File: config.mk
export PLATFORM = sky130hd
export DESIGN_NAME = rpsc_lamp_sequencer
export DESIGN_NICKNAME = d
export VERILOG_FILES = /design/src/rtl/rpsc_pkg.sv /design/src/rtl/rpsc_ann_channel.sv /design/src/rtl/rpsc_lamp_sequencer.sv
export SDC_FILE = /design/constraint.sdc
export NUM_CORES = 1
export LEC_CHECK = 0
export ABC_CLOCK_PERIOD_IN_PS = 7000
export CAP_MARGIN = 10
export CORE_UTILIZATION = 45
export CTS_CLUSTER_DIAMETER = 50
export DETAILED_ROUTE_END_ITERATION = 12
export DONT_BUFFER_PORTS = 1
export GPL_TIMING_DRIVEN = 0
export PLACE_DENSITY = 0.64
export RECOVER_POWER = 100
export SLEW_MARGIN = 25
export SYNTH_ARGS = -nofsm -noshare
export SYNTH_HDL_FRONTEND = slang
export SYNTH_SLANG_ARGS = --single-unit
File: constraint.sdc
create_clock -name clk -period 7 [get_ports clk]
set_input_delay 1.4 -clock clk [delete_from_list [all_inputs] [get_ports clk]]
set_output_delay 1.4 -clock clk [all_outputs]
set_load 0.05 [all_outputs]
File: src/rtl/rpsc_pkg.sv
// rtl/rpsc_pkg.sv - shared channel count and annunciator channel state encoding
package rpsc_pkg;

  localparam int NUM_CH = 8;

  typedef enum logic [1:0] {
    IDLE     = 2'd0,
    ALERT    = 2'd1,
    ACKED    = 2'd2,
    RINGBACK = 2'd3
  } ch_state_t;

endpackage

File: src/rtl/rpsc_ann_channel.sv
// rtl/rpsc_ann_channel.sv - one annunciator channel FSM; RINGBACK path built only with RPSC_RINGBACK_EN
module rpsc_ann_channel
  import rpsc_pkg::*;
(
  input  logic      clk,
  input  logic      reset,
  input  logic      la,
  input  logic      ack_p,
  input  logic      clear_p,
  output ch_state_t state,
  output logic      enter_alert
);

  assign enter_alert = (state == IDLE) && la;

`ifndef RPSC_RINGBACK_EN
  // Without ringback the operator reset only matters to the first-out register.
  logic unused_clear;
  assign unused_clear = clear_p;
`endif

  always_ff @(posedge clk or posedge reset) begin
    if (reset) begin
      state <= IDLE;
    end else begin
      case (state)
        IDLE:     if (la) state <= ALERT;
        ALERT:    if (ack_p) state <= la ? ACKED : IDLE;
`ifdef RPSC_RINGBACK_EN
        ACKED:    if (!la) state <= RINGBACK;
        RINGBACK: begin
          if (la) state <= ALERT;
          else if (clear_p) state <= IDLE;
        end
`else
        ACKED:    if (!la) state <= IDLE;
`endif
        default:  state <= IDLE;
      endcase
    end
  end

endmodule

File: src/rtl/rpsc_lamp_sequencer.sv
// rtl/rpsc_lamp_sequencer.sv - annunciator lamp/horn sequencer with first-out; RPSC_RINGBACK_EN enables ringback
module rpsc_lamp_sequencer
  import rpsc_pkg::*;
#(
  parameter int FLASH_DIV = 25000000,
  parameter int NUM_CH    = rpsc_pkg::NUM_CH
) (
  input  logic              clk,
  input  logic              reset,
  input  logic [NUM_CH-1:0] i_la,
  input  logic              i_ack,
  input  logic              i_clear,
  input  logic              i_lamptest,
  output logic [NUM_CH-1:0] o_lamp,
  output logic              o_horn,
  output logic              o_first_valid,
  output logic [2:0]        o_first_idx
);

  localparam int CW = (FLASH_DIV > 2) ? $clog2(FLASH_DIV) : 1;

  logic [NUM_CH-1:0] la_s1, la_s2;
  logic ack_s1, ack_s2, ack_q;
  logic clear_s1, clear_s2, clear_q;
  logic lt_s1, lt_s2;
  logic ack_p, clear_p;

  always_ff @(posedge clk or posedge reset) begin
    if (reset) begin
      la_s1    <= '0;
      la_s2    <= '0;
      ack_s1   <= 1'b0;
      ack_s2   <= 1'b0;
      ack_q    <= 1'b0;
      clear_s1 <= 1'b0;
      clear_s2 <= 1'b0;
      clear_q  <= 1'b0;
      lt_s1    <= 1'b0;
      lt_s2    <= 1'b0;
    end else begin
      la_s1    <= i_la;
      la_s2    <= la_s1;
      ack_s1   <= i_ack;
      ack_s2   <= ack_s1;
      ack_q    <= ack_s2;
      clear_s1 <= i_clear;
      clear_s2 <= clear_s1;
      clear_q  <= clear_s2;
      lt_s1    <= i_lamptest;
      lt_s2    <= lt_s1;
    end
  end

  assign ack_p   = ack_s2 & ~ack_q;
  assign clear_p = clear_s2 & ~clear_q;

  // Slow phase advances once per four fast-phase toggles.
  logic [CW-1:0] flash_cnt;
  logic [1:0]    fast_toggles;
  logic          fast_ph, slow_ph;

  always_ff @(posedge clk or posedge reset) begin
    if (reset) begin
      flash_cnt    <= '0;
      fast_toggles <= '0;
      fast_ph      <= 1'b0;
      slow_ph      <= 1'b0;
    end else if (flash_cnt == CW'(FLASH_DIV - 1)) begin
      flash_cnt    <= '0;
      fast_ph      <= ~fast_ph;
      fast_toggles <= fast_toggles + 2'd1;
      if (fast_toggles == 2'd3) slow_ph <= ~slow_ph;
    end else begin
      flash_cnt <= flash_cnt + 1'b1;
    end
  end

  ch_state_t         state [NUM_CH];
  logic [NUM_CH-1:0] enter_alert, in_alert, lamp_next;

  for (genvar n = 0; n < NUM_CH; n++) begin : g_ch
    rpsc_ann_channel u_ch (
      .clk         (clk),
      .reset       (reset),
      .la          (la_s2[n]),
      .ack_p       (ack_p),
      .clear_p     (clear_p),
      .state       (state[n]),
      .enter_alert (enter_alert[n])
    );
    assign in_alert[n]  = (state[n] == ALERT);
    assign lamp_next[n] = ((state[n] == ALERT) & fast_ph) | (state[n] == ACKED) |
                          ((state[n] == RINGBACK) & slow_ph);
  end

  logic [2:0] first_next;
  logic       first_release;

  always_comb begin
    first_next = '0;
    for (int n = NUM_CH - 1; n >= 0; n--) begin
      if (enter_alert[n]) first_next = 3'(n);
    end
  end

  assign first_release = clear_p & ~(|in_alert);

  always_ff @(posedge clk or posedge reset) begin
    if (reset) begin
      o_lamp        <= '0;
      o_horn        <= 1'b0;
      o_first_valid <= 1'b0;
      o_first_idx   <= '0;
    end else begin
      o_lamp <= lt_s2 ? '1 : lamp_next;
      o_horn <= |in_alert;
      if (first_release) begin
        o_first_valid <= 1'b0;
        o_first_idx   <= '0;
      end
      // A release and a fresh entry in the same cycle re-arm straight to the new channel.
      if ((!o_first_valid || first_release) && (|enter_alert)) begin
        o_first_valid <= 1'b1;
        o_first_idx   <= first_next;
      end
    end
  end

endmodule

Word level (Yosys, flattened, before mapping)
Index checks and enable logic that the tools add are counted.
{"block": "word_totals", "out_inout_bits": 13, "reg_bits": 82}
{"block": "classes", "n_addsub": 2, "bitwise": 40, "reduce_logical": 31, "n_eq_ne": 50, "n_mux": 54}
{"cell": "$mux 2", "count": 32}
{"cell": "$ne 2x2->1 const B", "count": 24}
{"cell": "$pmux 2 s3", "count": 8}
{"cell": "$eq 2x2->1 const B", "count": 17}
{"cell": "$mux 3", "count": 10}
{"cell": "$add 25x1->25 const B", "count": 1}
{"cell": "$eq 25x25->1 const B", "count": 1}
{"cell": "$mux 25", "count": 1}
{"cell": "$reduce_and 3->1", "count": 8}
{"cell": "$and 1x1->1", "count": 19}
{"cell": "$eq 2x1->1 const B", "count": 8}
{"cell": "$logic_not 2->1", "count": 8}
{"cell": "$or 1x1->1", "count": 16}
{"cell": "$reduce_or 8->1", "count": 2}
{"cell": "$logic_and 1x1->1", "count": 9}
{"cell": "$mux 8", "count": 1}
{"cell": "$not 1->1", "count": 5}
{"cell": "$add 2x1->2 const B", "count": 1}
{"cell": "$mux 1", "count": 2}
{"cell": "$reduce_and 2->1", "count": 1}
{"cell": "$reduce_bool 2->1", "count": 1}
{"cell": "$logic_not 1->1", "count": 1}
{"cell": "$logic_or 1x1->1", "count": 1}

Longest topological paths before layout
Gate-level depths: netlist (run 1).
{"block": "logic_depth", "depth_word": 11, "mapped_depth": 7, "ltp_nobuf": 6}

Cells and area by module
Synthesis (run 1) repeated with hierarchy kept, for this count alone.
{"block": "hier_totals", "hier_cells": 309, "area_unflattened_um2": 3517.1}
{"mod": "rpsc_lamp_sequencer", "cells_per_inst": 237, "seq_area_each_um2": 1651.6, "n_inst": 1, "area_per_inst_um2": 2776.4}
{"mod": "rpsc_ann_channel", "cells_per_inst": 9, "seq_area_each_um2": 50.0, "n_inst": 8, "area_per_inst_um2": 92.6}

Least setup slack after synthesis (run 1)
Ideal clock, no wire load.
{"block": "synth_path", "path_type": "flip-flop to output port", "from": "register o_first_valid", "to": "output o_first_valid", "setup_slack_ns": 4.941, "t_arrival_ns": 0.659, "stages_incl_launch_ff": 1, "t_required_ns": 5.600, "path_buffers": 0, "cell_sequence": "dfrtp_1"}
{"item": "start, declared", "line": "rpsc_lamp_sequencer.sv:16", "source": "output logic o_first_valid,"}
{"item": "start signal, assigned", "line": "rpsc_lamp_sequencer.sv:112", "source": "o_first_valid <= 1'b0;"}
{"item": "start signal, assigned", "line": "rpsc_lamp_sequencer.sv:118", "source": "o_first_valid <= 1'b0;"}
{"item": "start signal, assigned", "line": "rpsc_lamp_sequencer.sv:123", "source": "o_first_valid <= 1'b1;"}
No word-level cell between the ends.

Worst setup path after layout (run 1)
{"block": "layout_path", "from": "register flash_cnt[0]", "to": "register flash_cnt[20]"}
{"block": "layout_between", "elab_chain_cells": 2}
{"item": "start, declared", "line": "rpsc_lamp_sequencer.sv:58", "source": "logic [CW-1:0] flash_cnt;"}
{"item": "start signal, assigned", "line": "rpsc_lamp_sequencer.sv:74", "source": "flash_cnt <= flash_cnt + 1'b1;"}
{"item": "$add 25x1->25 / $eq 25x25->1 (equally long branches)", "line": "rpsc_lamp_sequencer.sv:74, rpsc_lamp_sequencer.sv:68"}
{"item": "$mux 25 (*)", "line": "rpsc_lamp_sequencer.sv:68", "source": "end else if (flash_cnt == CW'(FLASH_DIV - 1)) begin"}
Every way passes the cells marked *; elsewhere a longest branch is shown, timed or not.
A chain may end at the register's enable or synchronous reset.

==> results of run 1 <==
-- cells by family after synthesis --
family                     after synthesis  share of synthesized area [%]
and+or+nand+nor                        135                           21.7
DFF                                     82                           60.1
AOI/OAI and AO/OA                       46                           9.13
xor gates and xnor gates                25                           6.41
buffers and inverters                   12                           1.43
adders and majority gates                2                          0.733
muxes                                    1                          0.440
-- worst max path at each step --
| stage | to | startpoint |
|---|---|---|
| 5_1_grt | flash_cnt[14] | flash_cnt[0] |
| 4_1_cts | o_first_valid | o_first_valid |
| 3_5_place_dp | flash_cnt[20] | flash_cnt[0] |
| 6_report | flash_cnt[20] | flash_cnt[0] |
| 2_1_floorplan | ack_q | reset |
| 3_3_place_gp | la_s2[0] | reset |
-- metal layers --
metal	vias to the layer above	wire length (um)	GRT usage (%)
met1	1061	2890	23.4
met2	40	2760	27.6
met5	-	0	0
li1	1069	-	-
met3	9	188	3.88
met4	0	107	8.80
-- power groups by stage --
stage	logic, mW	registers (mW)	clock network, mW
global route	0.0814	0.539	0.356
global placement	0.0686	0.543	0
finish	0.0708	0.535	0.323
detailed placement	0.0723	0.545	0
floorplan	0.0578	0.538	0
CTS	0.0729	0.535	0.336
-- area by class of cell --
| cell class | count | share of cell area (%) |
|---|---|---|
| well taps | 99 | 3.32 |
| inverters | 6 | 0.638 |
| clock inverters | 4 | 0.906 |
| clock buffers | 12 | 4.16 |
| multi-input cells | 209 | 34.6 |
| plain buffers | 6 | 0.604 |
| flip-flops and latches | 82 | 55.1 |
| repair buffers | 1 | 0.739 |
-- flip-flops by register name, summed over array words and instances, names as in the netlist --
| name | flops |
|---|---|
| g_ch.u_ch.state | 16 |
| clear_s1 | 1 |
| lt_s1 | 1 |
| flash_cnt | 25 |
| la_s2 | 8 |
| o_first_valid | 1 |
| clear_q | 1 |
| la_s1 | 8 |
| slow_ph | 1 |
| lt_s2 | 1 |
| fast_ph | 1 |
| o_lamp | 8 |
| ack_q | 1 |
| o_first_idx | 3 |
| fast_toggles | 2 |
| o_horn | 1 |
| ack_s1 | 1 |
| ack_s2 | 1 |
| clear_s2 | 1 |
-- critical path, stage by stage (launching register included) --
cell	delay, ns
sky130_fd_sc_hd__dfrtp_1	0.39
sky130_fd_sc_hd__ha_1	0.21
sky130_fd_sc_hd__and4_1	0.31
sky130_fd_sc_hd__nand2_1	0.11
sky130_fd_sc_hd__nor4_1	1.44
sky130_fd_sc_hd__clkbuf_1	0.42
sky130_fd_sc_hd__nor2_1	0.10
-- cell usage in the layout (no fill, tap or decap), types with 2 or more instances in the layout --
cell type	n
sky130_fd_sc_hd__a211oi_1	9
sky130_fd_sc_hd__a21oi_1	12
sky130_fd_sc_hd__a311oi_1	3
sky130_fd_sc_hd__and2_0	4
sky130_fd_sc_hd__and3_1	2
sky130_fd_sc_hd__and4_1	6
sky130_fd_sc_hd__clkbuf_1	7
sky130_fd_sc_hd__clkbuf_8	11
sky130_fd_sc_hd__clkinv_4	2
sky130_fd_sc_hd__dfrtp_1	82
sky130_fd_sc_hd__ha_1	2
sky130_fd_sc_hd__inv_1	5
sky130_fd_sc_hd__nand2_1	19
sky130_fd_sc_hd__nand2b_1	12
sky130_fd_sc_hd__nand3_1	14
sky130_fd_sc_hd__nand4_1	6
sky130_fd_sc_hd__nor2_1	37
sky130_fd_sc_hd__nor2b_1	15
sky130_fd_sc_hd__nor3_1	2
sky130_fd_sc_hd__nor3b_1	7
sky130_fd_sc_hd__nor4_1	6
sky130_fd_sc_hd__o21ai_0	6
sky130_fd_sc_hd__o21bai_1	8
sky130_fd_sc_hd__xnor2_1	11
sky130_fd_sc_hd__xor2_1	14
==> impl_metrics.csv, run 1 <==
group,metric,value,unit
status,outcome,"finished with violations",
status,failed_checks,"capacitance limit, slew limit",
routing,wire_per_inst,14.2,um
final_layout,fillCellCount,661,
final_layout,fin_nets,330,
floorplanning,floorplan.io_pins,26,
place,buffer_ports.inserted,0,
power,vdd.ir_drop.worst,0.0934,mV
final_layout,storage_element_area,0.00205,mm^2
clock_network,postCtsSetupBuffers,0,
global_route,grt_pass1_wl,10.4,mm
worst_hold_path,worst_hold_path.num_cells,0,
sta,hold_slack,0.348,ns
global_route,grt_total_usage,17.7,%
setup_path,worstPathRequired,7.22,ns
final_layout,signed_area_change_from_the_synthesized_netlist_to_the_final_layout,9.20,%
final_layout,multi_input_comb_area,0.00129,mm^2
floorplanning,core_area,0.00729,mm^2
floorplanning,die_w,89.1,um
synth,ys_types,41,
power,seqPwrFrac,57.6,%
global_route,first_global_vias,2206,
synth,synth_top_cells_by_area,"sky130_fd_sc_hd__dfrtp_1 (60%), sky130_fd_sc_hd__nor2_1 (4.1%), sky130_fd_sc_hd__xor2_1 (3.6%), sky130_fd_sc_hd__xnor2_1 (2.8%), sky130_fd_sc_hd__nor2b_1 (2.7%)",
final_layout,drive_gt1_share,6.88,%
synth,ys.flop_type,"sky130_fd_sc_hd__dfrtp_1",
worst_hold_path,min_to,"la_s2[4]",
worst_hold_path,hp-class,"flop to flop",
routing,drt.antenna.violating_nets,0,
synth,synthesis.nets,318,
global_route,grt_antenna_before_repair,0,
setup_path,crit-reg2reg-capture,"flash_cnt[20]",
synth,synth-seq-area-share,60.1,%
power,netSwitchingFraction,27.1,%
setup_path,rr_startpoint,"flash_cnt[0]",
global_route,grt.overflow.total,0,
synth,yosysMostFrequentCell,"sky130_fd_sc_hd__dfrtp_1",
synth,synth_top_area_cell,"sky130_fd_sc_hd__dfrtp_1",
final_layout,fraction_of_the_core_area_covered_by_cells_at_the_end_of_the_flow,51.1,%
routing,detailroute.via_count,2179,
clock_network,worst_setup_hold_path_clk_slew,0.08,ns
clock_network,cts.hold.buffers_added,0,
final_layout,final_design_instance_area_without_fill,0.00373,mm^2
clock_network,cts.htree.levels,3,
final_layout,finalNonFillerCells,419,
setup_path,timing.critical_path.from_type,"flop",
synth,synthCells,303,
clock_network,clock_insertion_delay_worst_skew,0.35,ns
sta,finalMaxSlewViolations,49,
routing,detail_route.vias_per_cell,5.20,
power,totalPowerFinal,929,uW
clock_network,cts_max_path_buffers,2,
final_layout,antenna-diode-count,0,
clock_network,tritoncts.num_buffers,9,
synth,synth-seq-cells,82,
floorplanning,rows,31,
power,p_leak,1.60,nW
sta,grt_setup_unrepaired,"no",
place,gp_congestion,0.776,
place,dp_worst_setup_slack,4.83,ns
sta,worst_pin_slew,1.76,ns
worst_hold_path,hp-start,"la_s1[4]",
setup_path,r2r.worst_path.cells,6,
synth,synth_enable_flop_cells,0,
synth,yosys-top-cells-count,"sky130_fd_sc_hd__dfrtp_1 (82), sky130_fd_sc_hd__nor2_1 (37), sky130_fd_sc_hd__nand2_1 (18)",
routing,drc,0,
routing,firstDrtPassIters,4,
routing,detail_route.wirelength,5.94,mm
clock_network,post_cts_resize_count,0,
power,combPwrFrac,7.6,%
floorplanning,start_util,46.8,%
sta,count_of_endpoints_failing_hold_in_the_final_timing_report,0,
job,max_cap_violations,2,
power,p_per_area,249,mW/mm^2
power,pwr-share-clk,34.8,%
clock_network,tritoncts_clock_tree,"yes",
synth,syn_area,0.00341,mm^2
sta,timing.clock.skew,0.00799,ns
power,power.net_switching,252,uW
sta,final_min_period,3.13,ns
place,postPlaceCellArea,0.00357,mm^2
place,place.detailed.instances,403,
setup_path,critical_path_arrival,3.35,ns
sta,setup_viol_count_final,0,
setup_path,crit_path_max_fanout,10,
clock_network,cts.sink_count,82,
setup_path,worst_reg2reg_setup_slack,3.87,ns
sta,max-slew-margin-rel,-18.6,%
setup_path,critPathKind,"flop to flop",
floorplanning,fp.dieArea,0.00794,mm^2
power,cell_internal_pwr,677,uW
sta,max_clock_freq,0.320,GHz
routing,first_iter_violations,81,
synth,async_sr_flop_fraction,100,%
sta,finalSetupTns,0,ns
synth,synth-warning-count,0,
synth,synth.top_cell.area_share,60.1,%
clock_network,root_buffer,"sky130_fd_sc_hd__clkbuf_8",
place,place_hpwl,3.96,mm
floorplanning,die_h,89.1,um
global_route,grt_max_degree,46,
sta,setup_slack_of_the_critical_path_after_layout,3.87,ns
synth,syn-mean-instance-area,11.3,um^2
sta,period_share,44.7,%
setup_path,timing.critical_path.to_type,"flop",
Power figures use the tool's default switching activity.
==> run 2: changes to the inputs <==
--- a/config.mk
+++ b/config.mk
@@ -5,14 +5,14 @@
 export SDC_FILE = /design/constraint.sdc
 export NUM_CORES = 1
 export LEC_CHECK = 0
-export ABC_CLOCK_PERIOD_IN_PS = 7000
+export ABC_CLOCK_PERIOD_IN_PS = 2800
 export CAP_MARGIN = 10
 export CORE_UTILIZATION = 45
 export CTS_CLUSTER_DIAMETER = 50
 export DETAILED_ROUTE_END_ITERATION = 12
 export DONT_BUFFER_PORTS = 1
 export GPL_TIMING_DRIVEN = 0
-export PLACE_DENSITY = 0.64
+export PLACE_DENSITY = 0.66
 export RECOVER_POWER = 100
 export SLEW_MARGIN = 25
 export SYNTH_ARGS = -nofsm -noshare
==> constraint.sdc (replaced) <==
create_clock -name clk -period 2.8 [get_ports clk]
set_input_delay 0.56 -clock clk [delete_from_list [all_inputs] [get_ports clk]]
set_output_delay 0.56 -clock clk [all_outputs]
set_load 0.05 [all_outputs]
==> impl_metrics.csv, run 2 (synthesis results as in run 1) <==
group,metric,value,unit
clock_network,cts.hold.buffers_added,0,
floorplanning,fp.dieArea,0.00794,mm^2
final_layout,regMostFlops,"flash_cnt",
final_layout,layout_commonest_cell,"sky130_fd_sc_hd__dfrtp_1",
setup_path,rr_startpoint,"flash_cnt[0]",
clock_network,worst_setup_hold_path_clk_slew,0.08,ns
final_layout,finalNonFillerCells,419,
routing,detail_route.wirelength,5.95,mm
final_layout,antenna-diode-count,0,
final_layout,fraction_of_the_core_area_covered_by_cells_at_the_end_of_the_flow,51.3,%
floorplanning,start_util,46.8,%
place,place_hpwl,3.97,mm
place,gp_congestion,0.796,
sta,count_of_endpoints_failing_hold_in_the_final_timing_report,0,
routing,wire_per_inst,14.2,um
sta,grt_setup_unrepaired,"no",
global_route,grt.overflow.total,0,
clock_network,postCtsSetupBuffers,0,
setup_path,critical_path_arrival,2.45,ns
sta,final_min_period,2.22,ns
worst_hold_path,hp-start,"i_la[1]",
power,p_per_area,620,mW/mm^2
clock_network,post_cts_resize_count,0,
clock_network,root_buffer,"sky130_fd_sc_hd__clkbuf_8",
place,place.detailed.instances,403,
final_layout,fin_nets,330,
routing,firstDrtPassIters,4,
routing,drc,0,
global_route,grt_antenna_before_repair,0,
clock_network,tritoncts.num_buffers,9,
routing,detail_route.vias_per_cell,5.26,
final_layout,drive_gt1_share,7.50,%
sta,max_clock_freq,0.450,GHz
setup_path,crit-reg2reg-capture,"fast_toggles[1]",
floorplanning,rows,31,
clock_network,cts.htree.levels,3,
global_route,grt_total_usage,16.9,%
floorplanning,core_area,0.00729,mm^2
clock_network,tritoncts_clock_tree,"yes",
clock_network,cts_max_path_buffers,2,
sta,worst_pin_slew,1.32,ns
job,max_cap_violations,0,
floorplanning,floorplan.io_pins,26,
worst_hold_path,min_to,"la_s1[1]",
setup_path,crit_path_max_fanout,10,
worst_hold_path,worst_hold_path.num_cells,0,
sta,finalMaxSlewViolations,0,
routing,drt.antenna.violating_nets,0,
final_layout,layout_common_cells,"sky130_fd_sc_hd__dfrtp_1 (82), sky130_fd_sc_hd__nor2_1 (37), sky130_fd_sc_hd__nand2_1 (19)",
worst_hold_path,hp-class,"primary input to flop",
setup_path,worstPathRequired,3.03,ns
routing,detailroute.via_count,2206,
power,p_leak,1.62,nW
setup_path,r2r.worst_path.cells,5,
final_layout,top_regs,"flash_cnt (25), g_ch.u_ch.state (16)",
clock_network,clock_insertion_delay_worst_skew,0.35,ns
final_layout,largest_register_ffs,25,
final_layout,signed_area_change_from_the_synthesized_netlist_to_the_final_layout,9.64,%
floorplanning,die_h,89.1,um
setup_path,worst_reg2reg_setup_slack,0.58,ns
setup_path,critPathKind,"flop to flop",
setup_path,timing.critical_path.from_type,"flop",
place,buffer_ports.inserted,0,
sta,setup_viol_count_final,0,
global_route,grt_max_degree,55,
routing,first_iter_violations,134,
setup_path,timing.critical_path.to_type,"flop",
power,vdd.ir_drop.worst,0.239,mV
status,outcome,"finished clean",
sta,max-slew-margin-rel,11.2,%
global_route,grt_pass1_wl,9.92,mm
sta,period_share,79.4,%
global_route,first_global_vias,2104,
sta,timing.clock.skew,0.0103,ns
floorplanning,die_w,89.1,um
clock_network,cts.sink_count,82,
==> run 2: how the worst max path moves through the flow <==
stage / depth (start not counted) / from / to
2_1_floorplan: 1 / reset / ack_q
3_3_place_gp: 1 / reset / g_ch[0].u_ch.state[0]
3_5_place_dp: 6 / flash_cnt[0] / flash_cnt[20]
4_1_cts: 6 / flash_cnt[0] / flash_cnt[12]
5_1_grt: 5 / flash_cnt[0] / fast_toggles[1]
6_report: 5 / flash_cnt[0] / fast_toggles[1]
==> run 2: worst max-delay path, stage by stage (launching register included) <==
cell                      delay (ns)
sky130_fd_sc_hd__dfrtp_1        0.39
sky130_fd_sc_hd__ha_1           0.21
sky130_fd_sc_hd__and4_1         0.32
sky130_fd_sc_hd__nand2_1        0.15
sky130_fd_sc_hd__nor4_4         0.65
sky130_fd_sc_hd__mux2_1         0.38
==> run 2: routing by layer <==
layer	track usage (%)	part of all wire, %
met5	0	0
met4	8.23	1.8
met3	3.32	2.7
met1	21.4	47
met2	27.9	49
==> run 2: final cells by class <==
class                      instances  area (um^2)
timing repair buffer               1         27.5
clock buffer                      11          151
sequential                        82         2050
inverter                           6         23.8
tap                               99          124
multi-input combinational        209         1300
buffer                             6         26.3
fill                             681         3550
clock inverter                     5         37.5
==> run 2: power by group <==
group          switching [mW]  internal (mW)  leakage (nW)  total, mW
logic                   0.101         0.0766         0.518      0.177
clock network           0.433          0.374        0.0919      0.807
registers              0.0983           1.24          1.01       1.34
==> run 2: metrics by stage <==
stage          cell area, um^2  worst slack (ns)  setup TNS (ns)  hold WS (ns)  power (mW)
2_1_floorplan             3410             0.132               0         0.331        1.49
3_3_place_gp              3540            -0.706          -57.62         0.332        1.53
3_5_place_dp              3570             0.613               0         0.335        1.54
4_1_cts                   3760             0.598               0        0.0632        2.35
5_1_grt                   3740             0.414               0         0.210        2.43
6_report                  3740             0.576               0         0.231        2.32
